==> src/rtl/ps2_host_tx.sv <==
// ps2_host_tx: host-to-device PS/2 transmitter driving open-drain clock/data pull-downs.
// Defining PS2_HOST_TX_TIMEOUT_EN adds a watchdog that aborts a stalled transfer with err.
module ps2_host_tx #(
   parameter int INHIBIT_CYCLES = 5000,
   parameter int TIMEOUT_CYCLES = 750000
) (
   input  logic       clk,
   input  logic       rst,
   input  logic [7:0] tx_data,
   input  logic       tx_valid,
   output logic       tx_ready,
   output logic       busy,
   output logic       done,
   output logic       err,
   input  logic       ps2_clk_i,
   input  logic       ps2_data_i,
   output logic       ps2_clk_oe,
   output logic       ps2_data_oe
);
   localparam int IW = $clog2(INHIBIT_CYCLES + 1);
   typedef enum logic [2:0] {IDLE, INHIBIT, START, SHIFT, ACK, WAIT_IDLE} state_e;
   state_e        state_q;
   logic [1:0]    clk_sync_q, data_sync_q;
   logic          clk_prev_q;
   logic [IW-1:0] inh_q;
   logic [3:0]    bit_q;
   logic [7:0]    byte_q;
   logic          par_q, ack_q, clk_oe_q, data_oe_q, done_q, err_q;
   logic          fe, line_idle, to_hit;
   assign fe          = clk_prev_q & ~clk_sync_q[1];
   assign line_idle   = clk_sync_q[1] & data_sync_q[1];
   assign tx_ready    = state_q == IDLE;
   assign busy        = ~tx_ready;
   assign done        = done_q;
   assign err         = err_q;
   assign ps2_clk_oe  = clk_oe_q;
   assign ps2_data_oe = data_oe_q;
`ifdef PS2_HOST_TX_TIMEOUT_EN
   localparam int TW = $clog2(TIMEOUT_CYCLES + 1);
   logic [TW-1:0] wd_q;
   always_ff @(posedge clk or negedge rst) begin
      if (!rst) wd_q <= '0;
      else wd_q <= (state_q == IDLE || state_q == INHIBIT) ? '0 : wd_q + 1'b1;
   end
   assign to_hit = (state_q == SHIFT || state_q == ACK || state_q == WAIT_IDLE) &&
                   wd_q == TW'(TIMEOUT_CYCLES - 1);
`else
   // watchdog compiled out: never fires
   assign to_hit = TIMEOUT_CYCLES < 0;
`endif
   always_ff @(posedge clk or negedge rst) begin
      if (!rst) begin
         state_q     <= IDLE;
         clk_sync_q  <= 2'b11;
         data_sync_q <= 2'b11;
         clk_prev_q  <= 1'b1;
         inh_q       <= '0;
         bit_q       <= '0;
         byte_q      <= '0;
         par_q       <= 1'b0;
         ack_q       <= 1'b0;
         clk_oe_q    <= 1'b0;
         data_oe_q   <= 1'b0;
         done_q      <= 1'b0;
         err_q       <= 1'b0;
      end else begin
         clk_sync_q  <= {clk_sync_q[0], ps2_clk_i};
         data_sync_q <= {data_sync_q[0], ps2_data_i};
         clk_prev_q  <= clk_sync_q[1];
         done_q      <= 1'b0;
         err_q       <= 1'b0;
         if (to_hit) begin
            state_q   <= IDLE;
            clk_oe_q  <= 1'b0;
            data_oe_q <= 1'b0;
            err_q     <= 1'b1;
         end else begin
            case (state_q)
               IDLE: if (tx_valid) begin
                  byte_q   <= tx_data;
                  par_q    <= ~^tx_data;
                  inh_q    <= '0;
                  clk_oe_q <= 1'b1;
                  state_q  <= INHIBIT;
               end
               INHIBIT: begin
                  inh_q <= inh_q + 1'b1;
                  if (inh_q == IW'(INHIBIT_CYCLES - 1)) begin
                     data_oe_q <= 1'b1;
                     state_q   <= START;
                  end
               end
               START: begin
                  clk_oe_q <= 1'b0;
                  bit_q    <= '0;
                  state_q  <= SHIFT;
               end
               // counts 0-7 data, 8 parity, 9 releases data for the stop bit
               SHIFT: if (fe) begin
                  bit_q     <= bit_q + 1'b1;
                  data_oe_q <= bit_q[3] ? (~bit_q[0] & ~par_q) : ~byte_q[bit_q[2:0]];
                  if (bit_q == 4'd9) state_q <= ACK;
               end
               ACK: if (fe) begin
                  ack_q   <= ~data_sync_q[1];
                  state_q <= WAIT_IDLE;
               end
               WAIT_IDLE: if (line_idle) begin
                  done_q  <= ack_q;
                  err_q   <= ~ack_q;
                  state_q <= IDLE;
               end
               default: state_q <= IDLE;
            endcase
         end
      end
   end
endmodule

==> config.mk <==
export PLATFORM = sky130hd
export DESIGN_NAME = ps2_host_tx
export DESIGN_NICKNAME = d
export VERILOG_FILES = /design/src/rtl/ps2_host_tx.sv
export SDC_FILE = /design/constraint.sdc
export NUM_CORES = 1
export LEC_CHECK = 0
export CAP_MARGIN = 20
export CORE_AREA = 10 10 77 79
export DETAILED_ROUTE_END_ITERATION = 6
export DIE_AREA = 0 0 87 89
export PLACE_DENSITY = 0.73
export SYNTH_ARGS = -nofsm -noshare
export SYNTH_HDL_FRONTEND = slang
export SYNTH_SLANG_ARGS = --single-unit
==> constraint.sdc <==
create_clock -name clk -period 2.9 [get_ports clk]
set_input_delay 0.58 -clock clk [delete_from_list [all_inputs] [get_ports clk]]
set_output_delay 0.58 -clock clk [all_outputs]
set_load 0.01 [all_outputs]
; Word level (Yosys, flattened, before mapping)
; Index checks and enable logic that the tools add are counted.
[classes]
add_sub_neg = 2
mux = 23
n_eq_ne = 13
n_shift = 0
n_lt_le_gt_ge = 1
n_reduce_logical = 13
n_bitwise = 10
n_mul = 0
div_mod_pow = 0
[op_table]
columns = operator, count
row1 = 13-bit one-hot mux with 2 select lines, 1
row2 = 3-bit 2-to-1 mux, 6
row3 = 3-bit one-hot mux with 6 select lines, 1
row4 = "13-bit by 1-bit adder with 13-bit output, second input constant", 1
row5 = "13-bit == test, second input constant", 1
row6 = 13-bit 2-to-1 mux, 1
row7 = "2-bit != test, second input constant", 6
row8 = 2-bit AND reduction, 5
row9 = 1-bit 2-to-1 mux, 9
row10 = 4-bit one-hot mux with 2 select lines, 1
row11 = 2-bit nonzero test, 4
row12 = 8-bit XNOR reduction, 1
row13 = 1-bit NOT, 7
row14 = "3-bit by 2-bit == test with 1-bit output, second input constant", 2
row15 = "3-bit == test, second input constant", 2
row16 = 6-bit AND reduction, 1
row17 = "4-bit by 1-bit adder with 4-bit output, second input constant", 1
row18 = "4-bit == test, second input constant", 1
row19 = "3-bit by 4-bit < comparator with 1-bit output, second input constant", 1
row20 = 4-bit 2-to-1 mux, 1
row21 = 1-bit one-hot mux with 2 select lines, 2
row22 = 1-bit AND, 3
row23 = 1-bit binary-select mux with 3-bit select, 1
row24 = "3-bit by 1-bit == test with 1-bit output, second input constant", 1
row25 = other kinds (2), 2
[totals]
register_bits = 39
n_memories = 0
mem_bits_ro = 0
output_inout_bits = 6
ram_bits = 0
latch_bits = 0
input_bits = 13

; Longest topological paths before layout
[depth]
depth_word = 6
depth_mapped = 6

; Worst setup path before layout
; Ideal clock, no wire load.
[synth_path]
kind = reg2reg
start = register state_q[2]
end = register byte_q[5]
setup_ns = 0.125
path_stages_with_launch = 6
required_ns = 2.775
slack_ns = 1.400
arrival_ns = 1.375
period_less_slack_ns = 1.500
path_cell_list = dfrtp_1 buf_6 nor3_4 nand2_2 buf_2 mux2_2
[synth_via]
elab_chain_len = 2
[synth_lines]
columns = item, line_no
row1 = "start, declared", 22  ; state_e state_q;
row2 = "start signal, assigned", 53  ; state_q <= IDLE;
row3 = "start signal, assigned", 73  ; state_q <= IDLE;
row4 = "start signal, assigned", 84  ; state_q <= INHIBIT;
row5 = 3-bit logical NOT, --
row6 = named net tx_ready, 11  ; output logic tx_ready,
row7 = 2-bit AND reduction (no source line), --
row8 = "end signal, assigned", 80  ; byte_q <= tx_data;
row9 = "end, declared", 27  ; logic [7:0] byte_q;
; The timed path passes the listed nets, and every way through them passes these cells.
; A chain may end at the register's enable or synchronous reset.

; Worst setup path after layout
[layout_path]
start = register state_q[2]
end = output port tx_ready
[layout_via]
elab_chain_len = 1
[layout_lines]
columns = item, line_no
row1 = 3-bit logical NOT, 32  ; assign tx_ready = state_q == IDLE;
row2 = "end, declared", 11
; Every way passes these cells.

==> results.sh <==
export IMPL_crit_slowest_cell="clkdlybuf4s50_1"
export IMPL_cp_depth=2
export IMPL_grt_met3_usage_pct=3.46
export IMPL_ys_types=48
export IMPL_period_minus_slack_ns=2.28
export IMPL_ir_drop_mv=0.201
export IMPL_grt_max_degree=40
export IMPL_grt_pass1_vias=1482
export IMPL_drc=0
export IMPL_worst_pin_slew_ns=0.824
export IMPL_htree_levels=2
export IMPL_grtUsageTotal_pct=10.5
export IMPL_min_path_cells=0
export IMPL_rr_endpoint="inh_q[11]"
export IMPL_antenna_found_initial=0
export IMPL_critPathCaptureType="output port"
export IMPL_fin_area_sq_mm=0.00226
export IMPL_synth_cells=180
export IMPL_grt_met1_usage_pct=12.5
export IMPL_stdcell_count=253
export IMPL_fin_total_pwr_uw=1070
export IMPL_portBuffers=18
export IMPL_hold_viol_final=0
export IMPL_crit_chain="nor3_4 -> clkdlybuf4s50_1"
export IMPL_cts_inserted_buffers=5
export IMPL_cts_max_path_buffers=2
export IMPL_rows=25
export IMPL_final_max_slew_viol_count=0
export IMPL_drive_above_1_share_pct=14.6
export IMPL_die_y_um=89
export IMPL_setup_viol=0
export IMPL_synth_warnings=0
export IMPL_dp_hpwl_um=2650
export IMPL_cts_tree="done"
export IMPL_place_inst=245
export IMPL_final_setup_skew_ns=0.00864
export IMPL_synth_edf_count=0
export IMPL_rr_worst_depth=4
export IMPL_cp_top_family="buffers and inverters"
export IMPL_cts_hold_buf=0
export IMPL_drtAntennaViolNets=0
export IMPL_critPathArrivalTime_ns=1.70
export IMPL_cp_endpoint="tx_ready"
export IMPL_async_flop_share_pct=100
export IMPL_fin_crit_sh_pct=78.7
export IMPL_syn_nets=196
export IMPL_cts_sinks=39
export IMPL_slew_headroom_pct=45.0
export IMPL_mostFrequentLayoutCell="dfrtp_1"
export IMPL_critical_path_max_stage_delay_ns=0.59
export IMPL_r2r_slack_ns=1.00
export IMPL_post_cts_setup_buffer_count=0
export IMPL_fmax_ghz=0.438
export IMPL_crit_path_start_kind="flop"
export IMPL_num_antenna_cells=0
export IMPL_busiest_layer="met2"
export IMPL_ios=19
export IMPL_fin_tns_setup_ns=0
export IMPL_first_pass_iters=4
export IMPL_routed_wl_um=3690
export IMPL_use_met2_pct=16.7
export IMPL_cp_max_fo=10
export IMPL_outcome="finished, final reports clean"
export IMPL_reg2reg_from="state_q[0]"
export IMPL_place_congestion=0.801
export IMPL_start_util_pct=43.0
export IMPL_cp_buffers_inverters=1
export IMPL_ctsResizeCount=0
export IMPL_cts_clk_slew_worst_paths_ns=0.08
export IMPL_maxCapViolCount=0
export IMPL_die_w_um=87
export IMPL_synth_area_sq_mm=0.00195
export IMPL_fill_cells=423
export IMPL_power_density_mw_per_mm2=473
export IMPL_clockRootBuffer="clkbuf_8"
export IMPL_synth_seq_area_share_pct=50.4
export IMPL_die_area_sq_mm=0.00774
export IMPL_rsz0062_at_grt="false"
export IMPL_fin_nets=214
export IMPL_crit_start="state_q[2]"
export IMPL_area_delta_synth_final_pct=16.1
export IMPL_drt_iter0_markers=72
export IMPL_critPathKind="flop to output port"
export IMPL_place_area_sq_mm=0.00214
export IMPL_num_vias=1399
export IMPL_p_leak_uw=0.000997
export IMPL_post_drt_wl_per_cell_um=14.6
export IMPL_insertion_delay_ns=0.29
export IMPL_hp_class="flop to flop"
export IMPL_syn_avg_cell_area_sq_um=10.8
export IMPL_overflow=0
export IMPL_critPathRequiredTime_ns=2.32
export IMPL_ys_ff_latch=39
export IMPL_grt_pass1_wl_um=6590
export IMPL_coreArea_sq_mm=0.00454
export IMPL_final_cell_mix="34 x dfrtp_1, 18 x nand2_1, 17 x clkdlybuf4s50_1, 11 x o21ai_0, 9 x a21oi_1"
export IMPL_vias_per_cell=5.53
export IMPL_synth_ff_type="dfrtp_1"
## report_power, final
part / switching, uW / total [uW] / internal [uW] / leakage (uW)
clock: 189 / 468 / 278 / 0.0000612
sequential: 2.34 / 552 / 550 / 0.000492
combinational: 23.5 / 49.2 / 25.6 / 0.000444
total: 215 / 1070 / 854 / 0.000997
## worst min-delay path by stage
stage               slack (ns)            end     startpoint
floorplan                 0.28          ack_q            rst
global placement          0.35  clk_sync_q[1]  clk_sync_q[0]
detailed placement        0.35  clk_sync_q[1]  clk_sync_q[0]
CTS                       0.35  clk_sync_q[1]  clk_sync_q[0]
global route              0.35  clk_sync_q[1]  clk_sync_q[0]
finish                    0.35  clk_sync_q[1]  clk_sync_q[0]
## Yosys cell counts, types with 2 or more instances
library cell  instances  share of area, %
inv_1                 6               1.2
dfstp_2               5               6.7
nand3_1               7               1.8
xor2_1                2              0.90
xnor2_1               6               2.7
buf_2                 2              0.51
ha_1                  3               1.9
nand4_1               3              0.96
nor3_1                5               1.3
buf_6                 2               1.2
a21oi_1               9               2.3
nand2b_1              3              0.96
mux4_2                2               2.3
clkbuf_1              2              0.39
nor2_1                4              0.77
mux2i_1               7               3.6
mux2_2                8               4.6
o21ai_0              11               2.8
dfrtp_1              34                44
o22ai_1               3              0.96
a31oi_1               2              0.64
and3_1                7               2.2
nand2_1              18               3.5
nor2b_1               5               1.6
## worst register-to-register path: stages (launching register included)
cell and delay, ns:
dfrtp_1 0.62, nor3b_2 0.50, and4_1 0.34, and3_1 0.19, mux2i_1 0.18
## layer usage
metal | part of all wire, % | vias up | wire (um)
li1 | - | 679 | -
met1 | 45 | 683 | 1680
met2 | 47 | 31 | 1720
met3 | 5.9 | 6 | 217
met4 | 2.0 | 0 | 75
met5 | 0 | - | 0
## metrics by stage
step	hold WS [ns]	worst slack (ns)	util (%)
global placement	0.346	0.960	47.3
global route	0.351	0.497	49.8
finish	0.346	0.617	49.8
CTS	0.350	0.600	49.8
floorplan	0.284	1.40	-
detailed placement	0.347	0.941	47.3
## registers in the layout, summed over array words and instances, names as in the netlist
name         count
par_q            1
bit_q            4
byte_q           8
data_sync_q      2
ps2_data_oe      1
ack_q            1
ps2_clk_oe       1
inh_q           13
clk_sync_q       2
done             1
err              1
state_q          3
clk_prev_q       1
## layout make-up
type	count	area (sq um)	share of cell area, %
Clock buffer	6	82.6	3.65
Clock inverter	2	35.0	1.55
Inverter	6	22.5	0.996
Multi-Input combinational cell	128	896	39.6
Sequential cell	39	982	43.4
Tap cell	54	67.6	2.99
Timing Repair Buffer	18	175	7.75
## kinds of logic after synthesis
| kind of cell | after synthesis | share of synthesized area [%] |
|---|---|---|
| simple gates | 64 | 18.5 |
| flops | 39 | 50.4 |
| compound gates | 36 | 11.4 |
| mux | 17 | 10.5 |
| buf+inv | 13 | 3.60 |
| xor+xnor | 8 | 3.60 |
| fa+ha+maj | 3 | 1.93 |
(Power assumes the default switching activity.)
